File: src/rtl/adder_pkg.sv
// Shared types and widths for the adder arbiter slice.
package adder_pkg;

  localparam int ADDER_W = 4;

  typedef enum logic [1:0] {IDLE, CALC, RESP} arb_state_t;

  typedef logic req_id_t;

endpackage

File: src/rtl/adder.sv
// Combinational W-bit adder; the carry-out is discarded.
module adder #(
  parameter int W = 4
) (
  input  logic [W-1:0] a,
  input  logic [W-1:0] b,
  output logic [W-1:0] q
);

  assign q = a + b;

endmodule

File: src/rtl/adder_arb.sv
// Two-requester round-robin arbiter that serialises operand pairs onto one adder
// and returns each tagged sum over a valid/ready response channel.
import adder_pkg::*;

module adder_arb #(
  parameter int W = ADDER_W
) (
  input  logic         clk,
  input  logic         rst_n,
  input  logic [1:0]   req_i,
  input  logic [W-1:0] a0_i,
  input  logic [W-1:0] b0_i,
  input  logic [W-1:0] a1_i,
  input  logic [W-1:0] b1_i,
  output logic [1:0]   gnt_o,
  output logic         rsp_valid_o,
  input  logic         rsp_ready_i,
  output logic [W-1:0] rsp_q_o,
  output logic         rsp_id_o,
  output logic         busy_o,
  output logic [1:0]   state_dbg
);

  // Handshake: a response transfers on a rising edge where rsp_valid_o and
  // rsp_ready_i are both high; rsp_q_o/rsp_id_o hold while valid is waiting.

  arb_state_t     state;
  req_id_t        prio;
  req_id_t        cur_id;
  req_id_t        win;
  logic [W-1:0]   op_a;
  logic [W-1:0]   op_b;
  logic [W-1:0]   sum;

  // A lone requester always wins; under contention the pointer decides.
  assign win       = (req_i == 2'b11) ? prio : req_i[1];
  assign state_dbg = state;

  adder #(.W(W)) u_adder (
    .a (op_a),
    .b (op_b),
    .q (sum)
  );

  always_ff @(posedge clk or negedge rst_n) begin
    if (!rst_n) begin
      state       <= IDLE;
      prio        <= 1'b0;
      cur_id      <= 1'b0;
      op_a        <= '0;
      op_b        <= '0;
      gnt_o       <= 2'b00;
      rsp_valid_o <= 1'b0;
      rsp_q_o     <= '0;
      rsp_id_o    <= 1'b0;
      busy_o      <= 1'b0;
    end else begin
      case (state)
        IDLE: begin
          if (req_i != 2'b00) begin
            op_a   <= win ? a1_i : a0_i;
            op_b   <= win ? b1_i : b0_i;
            cur_id <= win;
            prio   <= ~win;
            gnt_o  <= win ? 2'b10 : 2'b01;
            busy_o <= 1'b1;
            state  <= CALC;
          end
        end
        CALC: begin
          rsp_q_o     <= sum;
          rsp_id_o    <= cur_id;
          rsp_valid_o <= 1'b1;
          gnt_o       <= 2'b00;
          state       <= RESP;
        end
        RESP: begin
          if (rsp_ready_i) begin
            rsp_valid_o <= 1'b0;
            busy_o      <= 1'b0;
            state       <= IDLE;
          end
        end
        default: begin
          state <= IDLE;
        end
      endcase
    end
  end

endmodule
File: config.mk
export PLATFORM = sky130hd
export DESIGN_NAME = adder_arb
export DESIGN_NICKNAME = d
export VERILOG_FILES = /design/src/rtl/adder_pkg.sv /design/src/rtl/adder.sv /design/src/rtl/adder_arb.sv
export SDC_FILE = /design/constraint.sdc
export NUM_CORES = 1
export LEC_CHECK = 0
export CORE_MARGIN = 2
export CORE_UTILIZATION = 48
export CTS_CLUSTER_SIZE = 28
export DETAILED_ROUTE_END_ITERATION = 10
export PLACE_DENSITY = 0.9
export SLEW_MARGIN = 20
export SYNTH_ARGS = -nofsm -noshare
export SYNTH_HDL_FRONTEND = slang
export SYNTH_SLANG_ARGS = --single-unit
File: constraint.sdc
create_clock -name clk -period 2.7 [get_ports clk]
set_input_delay 0.54 -clock clk [delete_from_list [all_inputs] [get_ports clk]]
set_output_delay 0.54 -clock clk [all_outputs]
set_load 0.05 [all_outputs]
# After elaboration in Yosys (flattened, before gate mapping)

Index checks and enable logic that the tools add are counted.

Add/subtract/negate cells: 1
Eq/ne operators: 5
Multiplexer cells: 13
Reductions and logical operators: 10
Bitwise logic cells: 1

Operators by type and width:

| kind                                                                   | number |
|---|---|
| 2-bit 2-to-1 mux                                                       | 4 |
| 4-bit 2-to-1 mux                                                       | 2 |
| 2-bit AND reduction                                                    | 4 |
| 2-bit nonzero test                                                     | 4 |
| 2-bit one-hot mux with 3 select lines                                  | 1 |
| 4-bit adder                                                            | 1 |
| 2-bit equality test (second input constant)                            | 2 |
| 2-bit != test (second input constant)                                  | 2 |
| 1-bit one-hot mux with 2 select lines                                  | 2 |
| 2-bit one-hot mux with 2 select lines                                  | 1 |
| 1-bit 2-to-1 mux                                                       | 3 |
| 3-bit AND reduction                                                    | 1 |
| 2-bit by 1-bit equality test with 1-bit output (second input constant) | 1 |
| 2-bit zero test                                                        | 1 |
| 1-bit inverter                                                         | 1 |

Output and inout port bits: 11
Logic and storage cells: 40
Register bits after elaboration: 21

# Logic depth before layout (Yosys ltp)

Depth after elaboration: 5
Gate-level depth with buffers: 5
Gate-level depth less buffers: 5

# Hierarchy

Synthesis repeated with hierarchy kept, for this count alone.

Cell total of the unflattened synthesis: 99
Area total of the unflattened synthesis: 1043.5 µm²

By module, submodules not included:

| module    | cells each | seq. area each (µm²) | instances | area an instance (µm²) |
|---|---|---|---|---|
| adder_arb | 90         | 525.5                | 1         | 943.4 |
| adder     | 9          | 0.0                  | 1         | 100.1 |

# Worst setup path before layout

Ideal clock, no wire load.

Kind: flip-flop to flip-flop
Start: register state[0] (netlist: state_dbg[0])
End: register op_a[0]
Stages on the path, launching flop included: 6
Arrival time: 1.453 ns
Buffers on the path: 2
Setup time: 0.126 ns
Slack: 1.121 ns
Clock period less this slack: 1.579 ns
Cell sequence: dfrtp_1 -> nor2_2 -> buf_6 -> and3_4 -> buf_6 -> a221o_1

Longest elaborated chain between the ends: 2

Ends and longest elaborated chain:

| what                          | RTL line        | source |
|---|---|---|
| start, declared               | adder_arb.sv:27 | `arb_state_t state;` |
| start signal, assigned        | adder_arb.sv:47 | `state <= IDLE;` |
| start signal, assigned        | adder_arb.sv:67 | `state <= CALC;` |
| start signal, assigned        | adder_arb.sv:75 | `state <= RESP;` |
| 2-bit zero test               | adder_arb.sv:58 | `case (state)` |
| 2-bit AND reduction (no line) | n/a             |  |
| end signal, assigned          | adder_arb.sv:61 | `op_a <= win ? a1_i : a0_i;` |
| end, declared                 | adder_arb.sv:31 | `logic [W-1:0] op_a;` |

Every way passes these cells.
A chain may end at the register's enable or synchronous reset.

# Worst setup path in the final report

Start: register state[0] (netlist: state_dbg[0])
End: output port state_dbg[0]

RTL lines:

| what          | RTL line        | source |
|---|---|---|
| end, declared | adder_arb.sv:21 | `output logic [1:0] state_dbg` |

No word-level cell between the ends.

==> metrics.md <==
| Metric | Value |
|---|---|
| Unrepaired setup endpoints after global routing | false |
| Clk Latency, worst-skew pair | 0.30 ns |
| Post-detail-place hpwl | 1670 um |
| CTS Hold Bufs | 0 |
| Syn Inst Count | 85 |
| DIE HEIGHT | 49.4 um |
| Post-CTS setup buffers | 0 |
| Crit path buf inv count | 1 |
| Top Usage Layer GRT | met2 |
| Most common cell after layout, fill and taps aside | clkdlybuf4s50_1 |
| Nature of the critical path endpoint | output pin |
| R2R Path Start | state_dbg[0] |
| # DRC | 0 |
| P_int | 909 uW |
| Critical Path Max Stage Delay | 0.86 ns |
| ANT cells | 0 |
| Vias | 803 |
| Wire length per cell | 14.9 um |
| Setup crit end | state_dbg[0] |
| Adder-cell area share of the yosys netlist | 0.0581 |
| Largest net degree at the start of global routing | 22 |
| Clk sinks | 21 |
| Die area | 2440 um^2 |
| Vias in the first global route | 792 |
| Total track usage | 0.198 |
| Rel. slew slack | 0.645 |
| Final Cell Area | 1330 um^2 |
| Post-layout net count | 142 |
| TritonCTS Buffers | 3 |
| Psw | 757 uW |
| # H-tree levels | 1 |
| Synth-to-layout area growth | 34.5% |
| Clock buffer depth | 2 |
| Minimum clock period | 2.16 ns |
| Main combinational cell family by area after synthesis | compound AO/OA/AOI/OAI gates |
| First DRT Iteration DRCs | 21 |
| Clock transition at path regs | 0.11 ns |
| Slowest cell on crit path | clkdlybuf4s50_1 |
| ANT nets after route | 0 |
| Syn. warnings | 0 |
| Largest delay share family, worst path | buffers and inverters |
| Slew Limit Fails | 0 |
| R2r worst-path depth | 3 |
| Min-Delay Path Depth | 1 |
| Root Driver | clkbuf_4 |
| Final setup vio count | 0 |
| Dominant synthesized flop cell | dfrtp_1 |
| Outcome | completed |
| Grt ovf | 0 |
| Post-synth EDFFs | 0 |
| I/O Pins | 32 |
| DP Area | 1310 um^2 |
| Initial antenna violation count | 0 |
| Compound-Gate Fraction of Synth Area | 0.215 |
| Post-Syn Area | 991 um^2 |
| Critical Path Start | state_dbg[0] |
| Chip width | 49.4 um |
| Synth Area per Inst | 11.7 um^2 |
| Post-synthesis mux area share | 0.0227 |
| Crit path max fanout | 5 |
| Number of I/O port buffers | 31 |
| Core Area | 1960 um^2 |
| Sequential share of the synthesized area | 0.530 |
| Row cnt | 16 |
| Final hold vios | 0 |
| Flops & latches, synth | 21 |
| Simple-Gate Fraction of Synth Area | 0.0972 |
| Leakage | 0.590 nW |
| PD cells | 1250 nW/um^2 |
| Fmax achieved | 464 MHz |
| Post-Synth XOR/XNOR Area | 0.0177 |
| Share of layout cells above drive strength 1 | 0.112 |
| Post-CTS Resized | 0 |
| First-pass GRT wire length | 3560 um |
| HP Class | flip-flop to flip-flop |
| Final setup skew | 0.00457 ns |
| RR Endpoint | op_a[3] |
| Reg2reg setup slack | 1.29 ns |
| GR Util met1 | 0.240 |
| Final Cycle Share | 0.798 |
| Critical Path AT | 1.62 ns |
| CTS tree | done |
| Slew @ Worst Pin | 0.531 ns |
| MaxCap Viol Count | 0 |
| Syn nets | 110 |
| Clock share of power | 0.088 |
| CP Class | flip-flop to output pin |
| Via/cell ratio | 5.62 |
| Critical path depth | 1 |
| WHS | 0.494 ns |
| Sequential Power Share | 0.342 |
| Switch share | 0.454 |
| Most frequent cells in the layout | clkdlybuf4s50_1 (31), dfrtp_1 (21), a221o_1 (8) |
| Total Wirelength | 2130 um |
| Global routing usage on met3 | 0.0460 |
| CP Data Required Time | 2.16 ns |
| Final Wtd Congestion | 0.736 |
| Worst vdd ir | 718 uV |
| Fill cell count | 156 |
| Critical path startpoint category | flip-flop |
| Met2 usage | 0.322 |
| Synth unique cells | 26 |
| Starting density of the core | 0.505 |
| Setup TNS | 0 ns |
| CP Cell Sequence | clkdlybuf4s50_1 |
| Gate power share | 0.570 |
| Async SR Flop Fraction | 1.00 |
| DRT Pass-1 Iters | 5 |
Yosys cell counts (2+ instances only):
library cell | n | area (um^2)
xor2_1 | 2 | 17.5
a21boi_0 | 6 | 45.0
mux2_2 | 2 | 22.5
nand2b_1 | 2 | 12.5
inv_1 | 6 | 22.5
o21ai_0 | 4 | 20.0
nand3_1 | 2 | 10.0
dfrtp_1 | 21 | 526
a221o_1 | 8 | 80.1
buf_6 | 2 | 22.5
buf_2 | 2 | 10.0
a31o_2 | 2 | 17.5
a21oi_1 | 5 | 25.0
ha_1 | 3 | 37.5
nand2_1 | 7 | 26.3
logic make-up after synthesis:
| kind of cell | after synthesis |
|---|---|
| AOI/OAI and AO/OA | 28 |
| xor gates and xnor gates | 2 |
| adders and majority gates | 4 |
| buffers and inverters | 11 |
| DFF | 21 |
| muxes | 2 |
| and+or+nand+nor | 17 |
layer usage:
metal / share of wire / vias up
li1: - / 368
met1: 0.39 / 394
met2: 0.53 / 35
met3: 0.057 / 6
met4: 0.025 / 0
met5: 0 / -
flip-flops by register name, summed over array words and instances, names as in the netlist:
| register | cells |
|---|---|
| op_b | 4 |
| state_dbg | 2 |
| busy_o | 1 |
| gnt_o | 2 |
| prio | 1 |
| op_a | 4 |
| cur_id | 1 |
| rsp_id_o | 1 |
| rsp_valid_o | 1 |
| rsp_q_o | 4 |
how the worst min path moves through the flow:
stage / to / startpoint / slack [ns]
after CTS: cur_id / cur_id / 0.50
final: cur_id / cur_id / 0.49
after floorplan: busy_o / rst_n / 0.24
after global routing: cur_id / cur_id / 0.53
after detailed placement: cur_id / cur_id / 0.47
after global placement: rsp_q_o[3] / rsp_q_o[3] / 0.46
area by class of cell:
class	instances	area, um^2	share of cell area
clock buffer	4	26.3	0.0197
inverter	6	22.5	0.0169
multi-input combinational	53	407	0.305
sequential	21	526	0.394
tap	27	33.8	0.0254
timing repair buffer	32	318	0.238
power by group through the flow:
stage / Clock (mW) / Combinational [mW] / Sequential (mW)
5_1_grt: 0.166 / 1.03 / 0.589
6_report: 0.146 / 0.950 / 0.569
4_1_cts: 0.153 / 0.960 / 0.568
3_5_place_dp: 0 / 0.957 / 0.574
2_1_floorplan: 0 / 0.436 / 0.821
3_3_place_gp: 0 / 0.917 / 0.561
stage by stage:
step           instances  setup slack, ns  power [mW]   util
4_1_cts              143            0.550        1.68  0.679
5_1_grt              143            0.501        1.78  0.679
2_1_floorplan         85             1.12        1.26      -
6_report             143            0.544        1.67  0.679
3_5_place_dp         139            0.824        1.53  0.666
3_3_place_gp         139            0.872        1.48  0.666
(Power assumes the default switching activity.)
